[src/rtl/seg_pkg.sv]
// Shared definitions for the multiplexed 7-segment driver.
//   SEG_0..SEG_9, SEG_OFF : segment codes, bit order {dp,a,b,c,d,e,f,g}, high active
//   conv_state_t          : binary-to-BCD converter FSM states
//   max_val()             : largest value representable in a given number of digits
//   seg_decode()          : BCD nibble to segment code (non-decimal nibbles blank)
package seg_pkg;

  localparam logic [7:0] SEG_OFF = 8'h00;
  localparam logic [7:0] SEG_0   = 8'h7E;
  localparam logic [7:0] SEG_1   = 8'h30;
  localparam logic [7:0] SEG_2   = 8'h6D;
  localparam logic [7:0] SEG_3   = 8'h79;
  localparam logic [7:0] SEG_4   = 8'h33;
  localparam logic [7:0] SEG_5   = 8'h5B;
  localparam logic [7:0] SEG_6   = 8'h5F;
  localparam logic [7:0] SEG_7   = 8'h70;
  localparam logic [7:0] SEG_8   = 8'h7F;
  localparam logic [7:0] SEG_9   = 8'h7B;

  typedef enum logic [1:0] {
    ST_IDLE   = 2'd0,
    ST_CONV   = 2'd1,
    ST_COMMIT = 2'd2
  } conv_state_t;

  // 10^num_digits - 1
  function automatic logic [63:0] max_val(input int unsigned num_digits);
    logic [63:0] m;
    m = 64'd1;
    for (int unsigned i = 0; i < num_digits; i++) m = m * 64'd10;
    return m - 64'd1;
  endfunction

  function automatic logic [7:0] seg_decode(input logic [3:0] d);
    case (d)
      4'd0:    return SEG_0;
      4'd1:    return SEG_1;
      4'd2:    return SEG_2;
      4'd3:    return SEG_3;
      4'd4:    return SEG_4;
      4'd5:    return SEG_5;
      4'd6:    return SEG_6;
      4'd7:    return SEG_7;
      4'd8:    return SEG_8;
      4'd9:    return SEG_9;
      default: return SEG_OFF;
    endcase
  endfunction

endpackage

[src/rtl/bin2bcd_seq.sv]
// Sequential double-dabble binary-to-BCD converter, one bit per cycle.
//   clk, rst_n : clock, asynchronous active-low reset
//   start      : accepted in IDLE or COMMIT; captures bin and begins conversion
//   bin        : binary input (must fit in NUM_DIGITS decimal digits)
//   busy       : high in CONV and COMMIT
//   done       : high for the single COMMIT cycle; bcd is valid then
//   bcd        : NUM_DIGITS packed BCD nibbles, least significant digit in [3:0]
module bin2bcd_seq
  import seg_pkg::*;
#(
  parameter int unsigned VAL_W      = 27,
  parameter int unsigned NUM_DIGITS = 8
) (
  input  logic                    clk,
  input  logic                    rst_n,
  input  logic                    start,
  input  logic [VAL_W-1:0]        bin,
  output logic                    busy,
  output logic                    done,
  output logic [4*NUM_DIGITS-1:0] bcd
);

  localparam int unsigned BCD_W = 4 * NUM_DIGITS;
  localparam int unsigned SR_W  = BCD_W + VAL_W;
  localparam int unsigned CNT_W = $clog2(VAL_W + 1);

  conv_state_t      state, state_d;
  logic [CNT_W-1:0] cnt, cnt_d;
  logic [SR_W-1:0]  sreg, sreg_d, adj;

  always_ff @(posedge clk or negedge rst_n) begin
    if (!rst_n) begin
      state <= ST_IDLE;
      cnt   <= '0;
      sreg  <= '0;
    end else begin
      state <= state_d;
      cnt   <= cnt_d;
      sreg  <= sreg_d;
    end
  end

  // Add-3 correction on every BCD nibble before the shift.
  always_comb begin
    adj = sreg;
    for (int unsigned i = 0; i < NUM_DIGITS; i++) begin
      if (sreg[VAL_W+4*i +: 4] >= 4'd5)
        adj[VAL_W+4*i +: 4] = sreg[VAL_W+4*i +: 4] + 4'd3;
    end
  end

  always_comb begin
    state_d = state;
    cnt_d   = cnt;
    sreg_d  = sreg;
    case (state)
      ST_IDLE, ST_COMMIT: begin
        if (state == ST_COMMIT) state_d = ST_IDLE;
        if (start) begin
          sreg_d            = '0;
          sreg_d[VAL_W-1:0] = bin;
          cnt_d             = '0;
          state_d           = ST_CONV;
        end
      end
      ST_CONV: begin
        sreg_d = {adj[SR_W-2:0], 1'b0};
        cnt_d  = cnt + 1'b1;
        if (cnt == CNT_W'(VAL_W - 1)) state_d = ST_COMMIT;
      end
      default: state_d = ST_IDLE;
    endcase
  end

  assign busy = (state != ST_IDLE);
  assign done = (state == ST_COMMIT);
  assign bcd  = sreg[VAL_W +: BCD_W];

endmodule

[src/rtl/seg_mux_driver.sv]
// Multiplexed 1..8 digit 7-segment driver with sequential BCD conversion,
// saturation, leading-zero blanking and inter-digit ghost blanking.
//   clk, rst_n : system clock, asynchronous active-low reset
//   value      : unsigned binary value, captured on load
//   load       : one-cycle strobe; a load while busy is held as pending (latest wins)
//   dp_pos     : (SEG_DP_EN only) digit index carrying the decimal point,
//                NUM_DIGITS = none; sampled when a conversion commits
//   busy       : conversion in progress
//   an         : anode selects, one-hot or zero; an[0] is the most significant digit
//   seg0/seg1  : segment buses for an[0..3] / an[4..7], {dp,a,b,c,d,e,f,g}
// Optional feature macro: SEG_DP_EN (decimal point support).
module seg_mux_driver
  import seg_pkg::*;
#(
  parameter int unsigned NUM_DIGITS = 8,
  parameter int unsigned VAL_W      = 27,
  parameter int unsigned SCAN_DIV   = 100000,
  parameter int unsigned BLANK_CYC  = 2
) (
  input  logic                              clk,
  input  logic                              rst_n,
  input  logic [VAL_W-1:0]                  value,
  input  logic                              load,
`ifdef SEG_DP_EN
  input  logic [$clog2(NUM_DIGITS+1)-1:0]   dp_pos,
`endif
  output logic                              busy,
  output logic [NUM_DIGITS-1:0]             an,
  output logic [7:0]                        seg0,
  output logic [7:0]                        seg1
);

  localparam logic [63:0] MAXV   = max_val(NUM_DIGITS);
  localparam bit          SAT_EN = ((64'd1 << VAL_W) - 64'd1) > MAXV;
  localparam int unsigned PW     = (SCAN_DIV > 1) ? $clog2(SCAN_DIV) : 1;
  localparam int unsigned IW     = (NUM_DIGITS > 1) ? $clog2(NUM_DIGITS) : 1;

  logic                    conv_start, conv_busy, conv_done;
  logic [VAL_W-1:0]        start_raw, conv_in;
  logic [4*NUM_DIGITS-1:0] conv_bcd, disp_q;
  logic                    pend_q;
  logic [VAL_W-1:0]        pend_val_q;
  logic [PW-1:0]           presc;
  logic [IW-1:0]           idx;
  logic [7:0]              digit_code, seg0_d, seg1_d;
  logic [NUM_DIGITS-1:0]   an_d;
  logic [3:0]              nib;
  logic                    seen, dp_here;
`ifdef SEG_DP_EN
  logic [$clog2(NUM_DIGITS+1)-1:0] dp_q;
`endif

  function automatic logic [VAL_W-1:0] saturate(input logic [VAL_W-1:0] v);
    if (SAT_EN && (64'(v) > MAXV)) return VAL_W'(MAXV);
    return v;
  endfunction

  // A load landing on the COMMIT cycle is taken straight into the converter,
  // which is the same outcome as parking it in the pending register first.
  assign conv_start = (load & ~conv_busy) | (conv_done & (load | pend_q));
  assign start_raw  = (conv_done & ~load) ? pend_val_q : value;
  assign conv_in    = saturate(start_raw);
  assign busy       = conv_busy;

  bin2bcd_seq #(
    .VAL_W      (VAL_W),
    .NUM_DIGITS (NUM_DIGITS)
  ) u_conv (
    .clk   (clk),
    .rst_n (rst_n),
    .start (conv_start),
    .bin   (conv_in),
    .busy  (conv_busy),
    .done  (conv_done),
    .bcd   (conv_bcd)
  );

  always_ff @(posedge clk or negedge rst_n) begin
    if (!rst_n) begin
      pend_q     <= 1'b0;
      pend_val_q <= '0;
      disp_q     <= '0;
`ifdef SEG_DP_EN
      dp_q       <= ($clog2(NUM_DIGITS+1))'(NUM_DIGITS);
`endif
    end else begin
      if (conv_done) begin
        pend_q <= 1'b0;
      end else if (load && conv_busy) begin
        pend_q     <= 1'b1;
        pend_val_q <= value;
      end
      if (conv_done) begin
        disp_q <= conv_bcd;
`ifdef SEG_DP_EN
        dp_q   <= dp_pos;
`endif
      end
    end
  end

  always_ff @(posedge clk or negedge rst_n) begin
    if (!rst_n) begin
      presc <= '0;
      idx   <= '0;
    end else if (32'(presc) == SCAN_DIV - 1) begin
      presc <= '0;
      idx   <= (32'(idx) == NUM_DIGITS - 1) ? '0 : idx + 1'b1;
    end else begin
      presc <= presc + 1'b1;
    end
  end

  // Walk from the most significant digit; once a non-zero digit (or the dp
  // digit, or the last digit) is reached, every following digit is shown.
  always_comb begin
    digit_code = SEG_OFF;
    seen       = 1'b0;
    nib        = '0;
    dp_here    = 1'b0;
    for (int unsigned i = 0; i < NUM_DIGITS; i++) begin
      nib = disp_q[4*(NUM_DIGITS-1-i) +: 4];
`ifdef SEG_DP_EN
      dp_here = (i == 32'(dp_q));
`endif
      if (nib != 4'd0 || i == NUM_DIGITS - 1 || dp_here) seen = 1'b1;
      if (i == 32'(idx)) begin
        digit_code    = seen ? seg_decode(nib) : SEG_OFF;
        digit_code[7] = dp_here;
      end
    end
  end

  always_comb begin
    an_d   = '0;
    seg0_d = SEG_OFF;
    seg1_d = SEG_OFF;
    if (32'(presc) >= BLANK_CYC) begin
      an_d[idx] = 1'b1;
      if (32'(idx) < 4) seg0_d = digit_code;
      else              seg1_d = digit_code;
    end
  end

  always_ff @(posedge clk or negedge rst_n) begin
    if (!rst_n) begin
      an   <= '0;
      seg0 <= SEG_OFF;
      seg1 <= SEG_OFF;
    end else begin
      an   <= an_d;
      seg0 <= seg0_d;
      seg1 <= seg1_d;
    end
  end

endmodule

[config.mk]
export PLATFORM = sky130hd
export DESIGN_NAME = seg_mux_driver
export DESIGN_NICKNAME = d
export VERILOG_FILES = /design/src/rtl/seg_pkg.sv /design/src/rtl/bin2bcd_seq.sv /design/src/rtl/seg_mux_driver.sv
export SDC_FILE = /design/constraint.sdc
export NUM_CORES = 1
export LEC_CHECK = 0
export CAP_MARGIN = 10
export CORE_MARGIN = 2
export CORE_UTILIZATION = 30
export DETAILED_ROUTE_END_ITERATION = 12
export GPL_TIMING_DRIVEN = 1
export SLEW_MARGIN = 25
export SYNTH_ARGS = -nofsm -noshare
export SYNTH_HDL_FRONTEND = slang
export SYNTH_HIERARCHICAL = 1
export SYNTH_SLANG_ARGS = --single-unit
[constraint.sdc]
create_clock -name clk -period 3.4 [get_ports clk]
set_input_delay 0.34 -clock clk [delete_from_list [all_inputs] [get_ports clk]]
set_output_delay 0.34 -clock clk [all_outputs]
set_load 0.02 [all_outputs]
==> impl_results.md <==
* Commonest non-fill, non-tap cell in the layout: nand2_1
* RSZ-0062 raised after global routing: false
* Fin Clk Skew at 19.9 ps
* PD cells at 649 nW/um^2
* Top Family by Delay on Critical Path: compound AO/OA/AOI/OAI gates
* Yosys warnings at 6
* Post-synthesis compound-gate area fraction at 0.175
* Worst EP required at around 3700 ps
* Via count at ~8100
* Synth Area in Adders at 0.0861
* Final Util at 0.351
* Post-layout min period at 2680 ps
* Total Die Area at 35400 sq um
* First-iteration detailed-routing DRC count at 549
* Max_cap viols at 0
* Design Power at roughly 7.6 mW
* CTS max path bufs at 2
* Routed Wire Length at roughly 23 mm
* All-layer global routing usage at 0.136
* Post-CTS Setup Bufs at 0
* Post-synthesis xor/xnor area fraction at 0.0215
* CP Max Fanout at 7
* Worst hold path class: reg -> reg
* Clock Sinks at 168
* Worst stage delay on the critical path at 480 ps
* #FFs+latches synth at roughly 170
* WP buf/inv at 1
* Worst setup EP type: flop
* Chip width at ~190 um
* CTS tree: done
* Post-synth EDFFs at 0
* Post-DR wirelength/cell at 14.5 um
* Largest family of logic cells by synthesized area: simple AND/OR/NAND/NOR gates
* Mapped Cells at 1114
* Slew margin rel. at 0.529
* Avg Inst Size Synth at 9.13 sq um
* Syn-to-layout area delta at 15.5%
* # hold bufs at CTS at 1
* Share of layout cells above drive strength 1 at 0.101
* Commonest cells after routing, fill and taps aside: 180 x nand2_1, 168 x dfrtp_1, 70 x ha_1
* # resized after CTS at 0
* Initial Utilization at 0.304
* Top achievable clock speed at 0.374 GHz
* Post-synthesis instance area at 10200 sq um
* Clock root cell: clkbuf_16
* Area of the multi-input gates at 5470 sq um
* Share of async-settable or async-resettable flops after synthesis at 1.00
* TritonCTS Buffers at 17
* Worst-skew pair later-pin latency at 450 ps
* Final non-filler cell total at roughly 1600
* # diodes at 0
* First-pass GRT wire length at between 30 and 40 mm
* Simple-gate share of the synthesized area at 0.198
* Placed Cells at 1578
* Final ANT Viol Nets at 0
* Drt drc at 0
* VDD IR-drop max at 0.429 mV
* Fin Setup TNS at 0 ps
* Largest net degree at the start of global routing at between 70 and 80
* Synth cell types at 77
* Die Ht at between 150 and 200 um
* Period Utilization, post-route at 0.787
* CP Class: reg -> reg
* Io pins at 55
* Post-DP HPWL at 16.6 mm
* Register Area at approximately 4200 sq um
* Vias in the first global route at about 7700
* Vias per cell at between 4 and 5
* Fill count at 3383
* Startpoint Class: flop
* GRT overflow at 0
* Core area at 33400 sq um
* Sequential element share of the synthesized area at 0.413
* Nets at 1250
* Row Count at between 60 and 70
* Max Slew Vio Count at 0
* Final setup vio count at 0
* Primary FF master, synth: dfrtp_1
* Final hold vios at 0
* Data arrival, critical path at 2980 ps
* Initial antenna violation count at 0
* CTS H-tree lvls at 4
* Mux cell area share after synthesis at 0.0543
* Number of port buffers at 52
* Leakage at 5.11 nW
* Register clock-pin slew on the reported worst setup and hold paths at 80 ps
* GPL Wtd Cong at 0.868
* Reg2reg setup slack at between 700 and 800 ps
* CP cell instances: inv_1 > ha_1 > or3b_2 > o211a_1 > a221oi_1 > a2111oi_0 > nor3_1 > o21ai_1
* CP max stage cell: or3b_2
* Outcome: complete, no violations
* DR pass1 iterations at 9
* Worst slew pin tran at around 710 ps
-- worst paths after layout --
path,startpoint,endpoint,depth (start not counted)
worst max register to register,disp_q[25],seg1[4],8
worst min-delay path,u_conv/sreg[26],u_conv/sreg[26],2
max in group asynchronous,rst_n,pend_val_q[3],3
worst max-delay path,disp_q[25],seg1[4],8
worst min register to register,u_conv/sreg[26],u_conv/sreg[26],2
min in group asynchronous,rst_n,disp_q[4],2
-- report_power, final --
| part | leakage, nW | total, mW | switching [mW] | internal, mW |
|---|---|---|---|---|
| sequential | 2.12 | 2.92 | 0.540 | 2.38 |
| clock | 0.284 | 1.95 | 0.961 | 0.989 |
| combinational | 2.70 | 2.75 | 1.46 | 1.29 |
| total | 5.11 | 7.62 | 2.96 | 4.66 |
-- cell families (layout without fill, tap and decap cells) --
| family | count (synthesis) | in the layout |
|---|---|---|
| AND/OR/NAND/NOR | 415 | 415 |
| AO/OA/AOI/OAI | 268 | 268 |
| flip-flops | 168 | 168 |
| buffers and inverters | 118 | 166 |
| adder cells (fa/ha/maj) | 70 | 70 |
| multiplexers | 49 | 49 |
| XOR/XNOR | 25 | 25 |
| other | 1 | 2 |
-- layout make-up --
class / instances / share of cell area
timing repair buffer: 70 / 0.0572
clock buffer: 17 / 0.0362
multi-input combinational: 829 / 0.466
sequential: 168 / 0.358
clock inverter: 15 / 0.0146
inverter: 64 / 0.0205
tap: 448 / 0.0477
-- metrics by stage --
step | hold slack [ps] | area (sq um) | setup slack (ps)
floorplan | 44.4 | 10200 | 887
global placement | 418 | 11100 | 510
detailed placement | 424 | 11100 | 439
CTS | 479 | 11700 | 730
global route | 500 | 11700 | 444
finish | 483 | 11700 | 723
-- cells in the mapped netlist (3+ instances only) --
master	count	area, sq um
nand2_1	180	676
nor4_1	6	37.5
o21ai_0	68	340
inv_1	63	236
nand3_1	33	165
and2_1	6	37.5
buf_4	5	37.5
xor2_1	8	70.1
o221ai_1	3	26.3
xnor2_1	17	149
nor3b_1	16	120
or3_1	4	25.0
buf_2	14	70.1
o22ai_1	25	156
a31oi_1	7	43.8
clkbuf_1	29	109
o21a_1	3	22.5
a22oi_1	27	203
a32o_1	8	80.1
o311ai_0	3	26.3
a211oi_1	11	82.6
mux2i_1	3	30.0
o21ai_1	6	30.0
a21oi_1	52	260
mux2_2	44	495
nor3_1	17	85.1
buf_6	5	56.3
nand4_1	15	93.8
nor4b_1	3	26.3
o211ai_1	5	37.5
nand2b_1	32	200
and3_1	6	37.5
nor2_1	64	240
dfrtp_1	168	4200
a21boi_0	6	45.0
nor2b_1	12	75.1
o31ai_1	11	82.6
ha_1	70	876
and4_1	5	43.8
a221oi_2	6	90.1
-- tightest hold or removal path: stages, from the launching register on --
cell and delay [ps]:
dfrtp_1 350, nand2_1 50, nand2_1 50
-- layer usage --
metal	wire length, um	GRT usage	vias to the layer above
met5	0	0	-
met4	257	0.0321	0
met3	930	0.0251	22
met2	10300	0.207	178
met1	11900	0.198	3856
li1	-	-	3998
-- sequential cells by signal, indices dropped and copies added, names as in the netlist --
register      cells
an                8
disp_q           32
idx               3
pend_q            1
pend_val_q       27
presc            17
seg0              7
seg1              7
u_conv/cnt        5
u_conv/sreg      59
u_conv/state      2
No activity file was read; power rests on OpenSTA's default activity.
